`src/rtl/rc4_ksa_core.sv`:
```
// RC4 key-scheduling core: initialises S[0..255] in an external byte memory, then runs the KSA swap loop.
// Optional build macro KSA_ITER_LIMIT_EN adds an iter_limit port that caps the number of shuffle iterations.
module rc4_ksa_core #(
    parameter int KEY_BYTES = 3,
    parameter int RD_LAT    = 1
) (
    input  logic                   clk,
    input  logic                   rst,
    input  logic                   start,
    input  logic [8*KEY_BYTES-1:0] key,
    output logic                   busy,
    output logic                   done,
    output logic [7:0]             mem_addr,
    output logic [7:0]             mem_wdata,
    output logic                   mem_wren,
    input  logic [7:0]             mem_rdata,
    output logic [7:0]             dbg_j
`ifdef KSA_ITER_LIMIT_EN
    ,
    input  logic [8:0]             iter_limit
`endif
);
    localparam int              KW    = (KEY_BYTES > 1) ? $clog2(KEY_BYTES) : 1;
    localparam logic [KW-1:0]   KLAST = KW'(KEY_BYTES - 1);
    localparam logic            WLAST = 1'(RD_LAT - 1);

    typedef enum logic [3:0] {
        IDLE, INIT, RD_I, WAIT_I, CALC_J, RD_J, WAIT_J, WR_I, WR_J, DONE
    } state_t;

    state_t                   state_q, state_d;
    logic [7:0]               i_q, i_d, j_q, j_d;
    logic [7:0]               si_q, si_d, sj_q, sj_d;
    logic [KW-1:0]            kidx_q, kidx_d;
    logic                     wcnt_q, wcnt_d;
    logic [8*KEY_BYTES-1:0]   key_q, key_d;
    logic [7:0]               kbyte;
    logic                     last_iter, zero_iter;

`ifdef KSA_ITER_LIMIT_EN
    logic [8:0] lim_q, lim_d;
    // i_q+1 is the number of iterations finished once WR_J completes
    assign last_iter = (i_q == 8'hFF) || (({1'b0, i_q} + 9'd1) >= lim_q);
    assign zero_iter = (lim_q == 9'd0);
`else
    assign last_iter = (i_q == 8'hFF);
    assign zero_iter = 1'b0;
`endif

    // Byte 0 of the key sits in the most significant byte lane
    always_comb begin
        kbyte = 8'h00;
        for (int b = 0; b < KEY_BYTES; b++)
            if (kidx_q == KW'(b)) kbyte = key_q[8*(KEY_BYTES-1-b) +: 8];
    end

    always_comb begin
        state_d   = state_q;
        i_d       = i_q;
        j_d       = j_q;
        si_d      = si_q;
        sj_d      = sj_q;
        kidx_d    = kidx_q;
        wcnt_d    = wcnt_q;
        key_d     = key_q;
`ifdef KSA_ITER_LIMIT_EN
        lim_d     = lim_q;
`endif
        mem_addr  = 8'h00;
        mem_wdata = 8'h00;
        mem_wren  = 1'b0;
        case (state_q)
            IDLE: if (start) begin
                key_d   = key;
                i_d     = 8'h00;
                j_d     = 8'h00;
                kidx_d  = '0;
`ifdef KSA_ITER_LIMIT_EN
                lim_d   = iter_limit;
`endif
                state_d = INIT;
            end
            INIT: begin
                mem_addr  = i_q;
                mem_wdata = i_q;
                mem_wren  = 1'b1;
                i_d       = i_q + 8'd1;
                if (i_q == 8'hFF) state_d = zero_iter ? DONE : RD_I;
            end
            RD_I: begin
                mem_addr = i_q;
                wcnt_d   = 1'b0;
                state_d  = WAIT_I;
            end
            WAIT_I: begin
                mem_addr = i_q;
                if (wcnt_q == WLAST) begin
                    si_d    = mem_rdata;
                    state_d = CALC_J;
                end else begin
                    wcnt_d  = 1'b1;
                end
            end
            CALC_J: begin
                j_d     = j_q + si_q + kbyte;
                kidx_d  = (kidx_q == KLAST) ? '0 : kidx_q + 1'b1;
                state_d = RD_J;
            end
            RD_J: begin
                mem_addr = j_q;
                wcnt_d   = 1'b0;
                state_d  = WAIT_J;
            end
            WAIT_J: begin
                mem_addr = j_q;
                if (wcnt_q == WLAST) begin
                    sj_d    = mem_rdata;
                    state_d = WR_I;
                end else begin
                    wcnt_d  = 1'b1;
                end
            end
            WR_I: begin
                mem_addr  = i_q;
                mem_wdata = sj_q;
                mem_wren  = 1'b1;
                state_d   = WR_J;
            end
            WR_J: begin
                mem_addr  = j_q;
                mem_wdata = si_q;
                mem_wren  = 1'b1;
                i_d       = i_q + 8'd1;
                state_d   = last_iter ? DONE : RD_I;
            end
            DONE:    state_d = IDLE;
            default: state_d = IDLE;
        endcase
    end

    always_ff @(posedge clk) begin
        if (rst) begin
            state_q <= IDLE;
            i_q     <= 8'h00;
            j_q     <= 8'h00;
            si_q    <= 8'h00;
            sj_q    <= 8'h00;
            kidx_q  <= '0;
            wcnt_q  <= 1'b0;
            key_q   <= '0;
`ifdef KSA_ITER_LIMIT_EN
            lim_q   <= 9'd0;
`endif
        end else begin
            state_q <= state_d;
            i_q     <= i_d;
            j_q     <= j_d;
            si_q    <= si_d;
            sj_q    <= sj_d;
            kidx_q  <= kidx_d;
            wcnt_q  <= wcnt_d;
            key_q   <= key_d;
`ifdef KSA_ITER_LIMIT_EN
            lim_q   <= lim_d;
`endif
        end
    end

    assign busy  = (state_q != IDLE);
    assign done  = (state_q == DONE);
    assign dbg_j = j_q;

endmodule

```
`config.mk`:
```
export PLATFORM = sky130hd
export DESIGN_NAME = rc4_ksa_core
export DESIGN_NICKNAME = d
export VERILOG_FILES = /design/src/rtl/rc4_ksa_core.sv
export SDC_FILE = /design/constraint.sdc
export NUM_CORES = 1
export LEC_CHECK = 0
export BUFFER_PORTS_ARGS = -buffer_cell sky130_fd_sc_hd__buf_2
export CORE_ASPECT_RATIO = 1.75
export CORE_MARGIN = 4
export CORE_UTILIZATION = 60
export CTS_CLUSTER_SIZE = 24
export DETAILED_ROUTE_END_ITERATION = 16
export GPL_TIMING_DRIVEN = 0
export MAX_ROUTING_LAYER = met4
export PLACE_DENSITY = 0.85
export REMOVE_ABC_BUFFERS = 1
export SKIP_LAST_GASP = 1
export SLEW_MARGIN = 15
export SYNTH_ARGS = -nofsm -noshare
export SYNTH_HDL_FRONTEND = slang
export SYNTH_SLANG_ARGS = --single-unit
```
`constraint.sdc`:
```
create_clock -name clk -period 4.9 [get_ports clk]
set_clock_uncertainty 0.1 [all_clocks]
set_input_delay 0.735 -clock clk [delete_from_list [all_inputs] [get_ports clk]]
set_output_delay 0.735 -clock clk [all_outputs]
set_load 0.005 [all_outputs]
```
# Word-level counts from Yosys, hierarchy flattened
# Cells that the tools add are included.
# Widths: inputs -> output; s select.
# totals
out_inout_bits	27
elab_cells	67
ff_bits	63
input_bits	35
# classes
reduce_logical	18
muxes	20
n_addsub	4
eq_ne	16
bitwise_logic	1
# ops
op	n
$pmux 8 s2	3
$pmux 4 s9	1
$mux 8	4
$pmux 8 s3	1
$mux 4	5
$add 8x8->8	2
$eq 4x3->1 const B	4
$reduce_and 2->1	5
$add 8x1->8 const B	1
$eq 4x2->1 const B	2
$eq 4x4->1 const B	2
$eq 8x8->1 const B	1
$ne 2x2->1 const B	4
$reduce_bool 2->1	3
$reduce_or 2->1	3
$reduce_or 3->1	2
$eq 4x1->1 const B	1
$logic_not 4->1	1
$mux 2	2
$pmux 2 s2	1
$reduce_and 4->1	1
$reduce_bool 4->1	1
$reduce_or 4->1	1
$add 2x1->2 const B	1
6 further kinds	7

# Longest topological paths before layout
# Gate-level depths: netlist of the first run.
# depth
ltp_word	6
ltp_mapped	13
mapped_depth_nobuf	12

# Worst setup path before layout of the first run
# No wires, ideal clock.
# synth_path
path_type	flip-flop to flip-flop
start	register kidx_q[1]
end	register j_q[7], in the netlist dbg_j[7]
setup_time_ps	62
synth_period_minus_slack_ps	2959
t_required_ps	4738
setup_slack_ps	1941
path_stages_with_launch	13
t_arrival_ps	2797
n_path_buf	1
cell_sequence	dfxtp_1 > buf_1 > mux2i_1 > o21ai_0 > fa_1 > ha_1 > inv_1 > fa_1 > nor2b_1 > o31ai_1 > a21oi_1 > or4_1 > nand3_1
# synth_via
elab_chain_cells	6
elab_cells_between_ends	8
cone_classes	1 x add/sub; 2 x eq/ne; 4 x mux; 1 x reduce/logical
# synth_rtl
element	line_no	text
start: declaration	34	logic [KW-1:0] kidx_q, kidx_d;
start signal: assignment	160	kidx_q <= kidx_d;
$logic_not 2->1	54	if (kidx_q == KW'(b)) kbyte = key_q[8*(KEY_BYTES-1-b) +: 8];
$mux 8 (2 in series)	54	
$mux 8 (*)	54	
$add 8x8->8 (*)	105	j_d = j_q + si_q + kbyte;
$pmux 8 s2 (*)	72	case (state_q)
end signal: assignment	157	j_q <= j_d;
end: declaration	32	logic [7:0] i_q, i_d, j_q, j_d;
# Every way passes the cells marked *; elsewhere a longest branch is shown, timed or not.
# A chain may end at the register's enable or synchronous reset.

# Final worst setup path of the first run
# layout_path
start	register state_q[3]
end	output mem_wren
# layout_via
elab_chain_cells	3
elab_cells_between_ends	5
cone_classes	3 x eq/ne; 1 x mux; 1 x reduce/logical
# layout_rtl
element	line_no	text
start: declaration	31	state_t state_q, state_d;
start signal: assignment	155	state_q <= state_d;
$eq 4x1->1, or another cell as far along	72	
$reduce_or 3->1 (no line) (*)	-	
$mux 1 (*)	72	
end: declaration	15	output logic mem_wren,
# Marks and branches as above.

==> results of run 1 <==
## worst max-delay path by stage
stage	startpoint	to	slack (ns)	depth (start not counted)
after CTS	state_q[3]	mem_wren	1.20	4
after global routing	state_q[3]	mem_wren	0.92	4
after global placement	kidx_q[0]	dbg_j[7]	1.58	12
final	state_q[3]	mem_wren	1.11	4
after floorplan	kidx_q[0]	dbg_j[7]	2.00	12
after detailed placement	kidx_q[0]	dbg_j[7]	1.53	12
## metal layers
metal | wire [microns] | global-route usage, % | share of wire (%) | vias to the layer above
li1 | - | - | - | 1580
met1 | 3234 | 27.90 | 39 | 1507
met2 | 4401 | 42.43 | 52 | 122
met3 | 446 | 6.701 | 5.3 | 29
met4 | 311 | 14.84 | 3.7 | 0
met5 | 0 | - | 0 | -
## cell type report
type                            instances  area, sq um
Timing Repair Buffer                   62        325.3
Fill cell                             473         1697
Multi-Input combinational cell        317         2014
Sequential cell                        63         1261
Clock buffer                           10        137.6
Tap cell                               76        95.09
Inverter                               17        63.81
Clock inverter                          6        36.28
## through the flow
step / setup slack (ns) / hold WS [ns]
floorplan: 2.003 / 0.3296
global placement: 1.575 / 0.3427
detailed placement: 1.531 / 0.3460
CTS: 1.196 / 0.3557
global route: 0.9188 / 0.3684
finish: 1.106 / 0.3541
## cells in the mapped netlist (3+ instances only)
library cell  count  area, sq um
nor3_1            9        45.04
a21oi_1          39        195.2
mux2i_1          26        260.3
nor2_1           47        176.4
a22oi_1          11        82.58
xnor2_1           3        26.28
a31oi_1           3        18.77
inv_1            17        63.81
nand2_1          74        277.8
a222oi_1          8        80.08
buf_2             9        45.04
clkbuf_1         12        45.04
o21ai_0          23        115.1
a211oi_1          4        30.03
nor2b_1           4        25.02
nor4b_4           3        71.32
ha_1              7        87.58
nand3_1           7        35.03
nand3b_1          3        22.52
buf_4             8        60.06
and3_1            4        25.02
dfxtp_1          63         1261
fa_1              8        160.2
## sequential cells by signal, summed over array words and instances (netlist names)
name     cells
key_q       24
dbg_j        8
wcnt_q       1
si_q         8
state_q      4
sj_q         8
i_q          8
kidx_q       2
## report_power, final
group,leakage (uW),total [uW],switching (uW),internal [uW]
logic,0.00115,236,141,94.2
registers,0.000512,586,43.8,543
clock network,0.0000918,400,206,194
## logic make-up after synthesis
kind of cell	after synthesis	synth area share, %
multiplexers	26	7.439
XOR/XNOR	5	1.252
AO/OA/AOI/OAI	107	19.92
buffers and inverters	48	6.366
flip-flops	63	36.05
adder cells (fa/ha/maj)	15	7.081
AND/OR/NAND/NOR	164	21.89
## worst reg2reg max path, stage by stage, from the launching register on
cell	delay, ns
dfxtp_1	0.54
nor2b_1	0.53
nand2_1	0.10
o21ai_0	0.13
fa_1	0.46
ha_1	0.24
inv_1	0.08
fa_1	0.18
nor2b_1	0.08
o31ai_1	0.30
a21oi_1	0.13
or4_1	0.41
nand3_1	0.07
==> out/metrics.cfg, run 1 <==
[status]
outcome=finished, final reports clean

[worst_setup_path]
crit_fanout=22
worst_setup_path_start_kind=flip-flop
worstPathRequired_ns=4.07
cp_cell_sequence=nor4b_4, nor2_1, o21ai_0, buf_2
worst-setup-path-type=reg -> out
worst_r2r_path_depth=12
worstSetupEndpointType=output port
crit_family=simple AND/OR/NAND/NOR gates
r2r_end=dbg_j[7]
r2r-start=kidx_q[0]
critPathSlowestCell=nor4b_4
crit_arrival_ns=2.96
r2r_slack_ns=1.50
cp_num_buf_inv=1
slowest_delay_ns=1.03

[timing]
slew_viol_final=0
clock.fmax_ghz=0.2636
setup_viol=0
rsz0062_at_grt=no
timing.final.crit_share_pct=77.42
final_hold_viol_count=0
period_needed_ns=3.794
tightest_slew_ns=1.111
max-slew-margin-rel_pct=25.65
setup_tns_ns=0

[min_path]
min_path_type=reg -> reg
hp-start=key_q[18]
holdPathStages=2
min_to=key_q[18]

[drt]
vias=3238
final_antenna_net_count=0
drt-pass1-iter-count=5
routedWlPerCell_microns=15.23
drcViolationCount=0
wl_microns=8393
dr.first_iter.drc_count=301
routed_via_density=5.877

[synthesis]
yosys_warnings=0
netlist_instances=428
syn_avg_cell_area_sq_um=8.174
ys_types=53
synth_edf_count=0
syn_area_sq_mm=0.003498
ys_ff_latch=63
synth-seq-area-share_pct=36.05
synth_top_flop_cell=dfxtp_1
async_reset_ff_share_pct=0

[layout]
final_cell_mix=74 x nand2_1, 63 x dfxtp_1, 61 x buf_2
finalNonFillerCells=551
syn_to_final_growth_pct=12.45
final_area_sq_mm=0.003934
fin_util_pct=69.87
fin_nets=520
diodes=0
drive_above_1_share_pct=17.89
final_common_cell=nand2_1

[clock_tree]
clk_path_buf_depth=2
clk_pin_slew_worst_paths_ns=0.07
clock_latency_ns=0.36
hold_buffers=0
cts-resized-gates=0
cts_sinks=63
root_buffer=clkbuf_8
cts_tree=yes
htree_levels=3
post-cts-setup-buffers=0
numCtsBuffers=9

[die]
die_area_sq_mm=0.007164
core_region_area_sq_mm=0.005630
die_x_microns=65.72
rows=36
initial_core_util_pct=62.13
io_pins=62
die_h_microns=109.0

[placed_design]
portBuffers=61
gp_congestion=0.8953
dpl.hpwl_microns=5976
placed_cells=534
post_dp_cell_area_sq_mm=0.003740

[power]
power.density_mw_per_mm2=310.8
leakage_uw=0.001757
p_total_uw=1222
max-vdd-ir-drop_uv=223.0

[grt]
grt_pass1_wl_microns=13890
overflow=0
grt_usage_pct=25.90
grt_max_degree=65
grt_pass1_vias=3061
antenna_found_initial=0

[flow_run]
cap_violations=0

(Power assumes the default switching activity.)
==> run 2: changes to the inputs <==
Settings changed: CORE_UTILIZATION 60 to 56, PLACE_DENSITY 0.85 to 0.8.
Clock period 4.9 ns to 3.6 ns, I/O delays scaled along.
==> out/metrics.cfg, run 2 (synthesis results as in run 1) <==
[grt]
grt_usage_pct=24.07  ; -1.8 points
overflow=0  ; unchanged
grt_pass1_wl_microns=13790  ; -0.69%
grt_max_degree=65  ; unchanged
antenna_found_initial=0  ; unchanged
grt_pass1_vias=3014  ; -1.5%

[worst_setup_path]
critPathSlowestCell=dfxtp_1
startpoint=state_q[3]
cp_num_buf_inv=1  ; unchanged
worstPathRequired_ns=2.96  ; -1.11 ns
cp_cell_sequence=nor4b_4, nor2_1, o21ai_0, buf_2
crit_arrival_ns=2.65  ; -0.31 ns
worstSetupEndpointType=output port
r2r_slack_ns=0.34  ; -1.16 ns
crit_family=simple AND/OR/NAND/NOR gates
worst_setup_path_start_kind=flip-flop
critical_path_depth=4  ; unchanged
worst-setup-path-type=reg -> out
r2r-start=kidx_q[0]
crit_fanout=23  ; +4.5%
worst_r2r_path_depth=12  ; unchanged
slowest_delay_ns=0.92  ; -0.11 ns

[layout]
fill_cells=535  ; +13%
multi_input_area_sq_mm=0.002032  ; +0.87%
regMostFlops=key_q
largest_reg_flops=24  ; unchanged
diodes=0  ; unchanged
final_cell_mix=74 x nand2_1, 63 x dfxtp_1, 60 x buf_2
register_area_sq_mm=0.001261  ; unchanged
fin_nets=520  ; unchanged
syn_to_final_growth_pct=12.98
final_area_sq_mm=0.003953  ; +0.48%
final_common_cell=nand2_1
drive_above_1_share_pct=17.68  ; -0.21 points

[power]
power.density_mw_per_mm2=434.1  ; +40%
seq_power_share_pct=46.6  ; -1.4 points
pwr-share-comb_pct=18.8  ; -0.5 points
leakage_uw=0.001759  ; +0.13%
max-vdd-ir-drop_uv=287.1  ; +29%
clockPowerShare_pct=34.7  ; +1.9 points
internal_power_uw=1202  ; +45%
power_switching_uw=514.3  ; +31%
sw_frac_of_total_pct=29.98  ; -2.1 points

[timing]
setup_viol=0  ; unchanged
timing.final.crit_share_pct=91.39
max-slew-margin-rel_pct=29.33  ; +3.7 points
fin_ws_ns=0.3101  ; -0.7963 ns
tightest_slew_ns=1.057  ; -0.05355 ns
period_needed_ns=3.290
clock.fmax_ghz=0.3040
final_hold_viol_count=0  ; unchanged
setup_tns_ns=0  ; unchanged
rsz0062_at_grt=no
slew_viol_final=0  ; unchanged

[flow_run]
cap_violations=0  ; unchanged

[clock_tree]
clock_latency_ns=0.34  ; -0.02 ns
root_buffer=clkbuf_8
cts_tree=yes
cts-resized-gates=0  ; unchanged
htree_levels=3  ; unchanged
clk_path_buf_depth=2  ; unchanged
hold_buffers=0  ; unchanged
cts_sinks=63  ; unchanged
clk_pin_slew_worst_paths_ns=0.07  ; about the same
numCtsBuffers=9  ; unchanged
post-cts-setup-buffers=0  ; unchanged

[min_path]
min_path_type=in -> reg
holdPathStages=3  ; +1
hp-start=key[18]

[placed_design]
portBuffers=61  ; unchanged
gp_congestion=0.8624  ; -3.7%
post-place-ws_ns=0.1941  ; -1.337 ns
dpl.hpwl_microns=6016  ; +0.67%
post_dp_cell_area_sq_mm=0.003742  ; about the same

[die]
die_area_sq_mm=0.007625  ; +6.4%
io_pins=62  ; unchanged
die_x_microns=67.75  ; +3.1%
initial_core_util_pct=58.58  ; -3.6 points
rows=37  ; +2.8%
die_h_microns=112.6  ; +3.3%
core_region_area_sq_mm=0.005972  ; +6.1%

[drt]
final_antenna_net_count=0  ; unchanged
drcViolationCount=0  ; unchanged
wl_microns=8505  ; +1.3%
vias=3246  ; +0.25%
routedWlPerCell_microns=15.38  ; +0.97%
routed_via_density=5.870  ; -0.12%
drt-pass1-iter-count=5  ; unchanged
dr.first_iter.drc_count=313  ; +4.0%

[status]
outcome=finished, final reports clean

==> run 2: cell types whose count changed in the layout (fill, tap and decap cells not counted), sizes merged <==
| cell | previous run | this run |
|---|---|---|
| nor4b | 4 | 5 |
| bufinv | 0 | 1 |
| clkinv | 5 | 3 |
| buf | 62 | 61 |
| clkbuf | 10 | 12 |
| clkinvlp | 1 | 0 |
==> run 2: layout make-up <==
class	instances	area share [%]
Timing Repair Buffer	61	7.787
Clock buffer	12	3.672
Multi-Input combinational cell	318	51.41
Inverter	17	1.614
Tap cell	78	2.469
Sequential cell	63	31.91
Clock inverter	4	1.140
==> run 2: per-layer routing <==
layer | wire, microns | up-vias | global-route usage [%]
li1 | - | 1584 | -
met1 | 3302 | 1532 | 26.98
met2 | 4551 | 113 | 40.34
met3 | 442 | 17 | 4.605
met4 | 209 | 0 | 10.30
met5 | 0 | - | -
==> run 2: path summary, 6_finish.rpt <==
kind                             endpoint
worst max-delay path             mem_wren
worst min-delay path            key_q[18]
worst max register to register   dbg_j[7]
worst min register to register  key_q[20]
==> run 2: per-stage QoR <==
| stage | power [uW] | util, % | instances | hold WS (ns) |
|---|---|---|---|---|
| floorplan | 1019 | - | 397 | 0.3296 |
| global placement | 1122 | 62.67 | 536 | 0.3428 |
| detailed placement | 1131 | 62.67 | 536 | 0.3461 |
| CTS | 1724 | 65.85 | 552 | 0.3213 |
| global route | 1813 | 66.18 | 553 | 0.3337 |
| finish | 1716 | 66.18 | 553 | 0.3320 |
==> run 2: power by group through the flow <==
stage	Sequential [uW]	Combinational [uW]	Clock, uW
6_report	799	322	595
5_1_grt	807	365	641
4_1_cts	796	322	606
3_5_place_dp	811	320	0
3_3_place_gp	810	312	0
2_1_floorplan	798	220	0
==> run 2: worst register-to-register path, cell delays in order, from the launching register on <==
cell and delay [ns]:
dfxtp_1 0.54, nor2b_2 0.41, nand2_1 0.09, o21ai_0 0.13
fa_1 0.47, ha_1 0.25, inv_1 0.08, fa_1 0.18
nor2b_1 0.07, o31ai_1 0.29, a21oi_1 0.13, or4_1 0.41
nand3_1 0.07
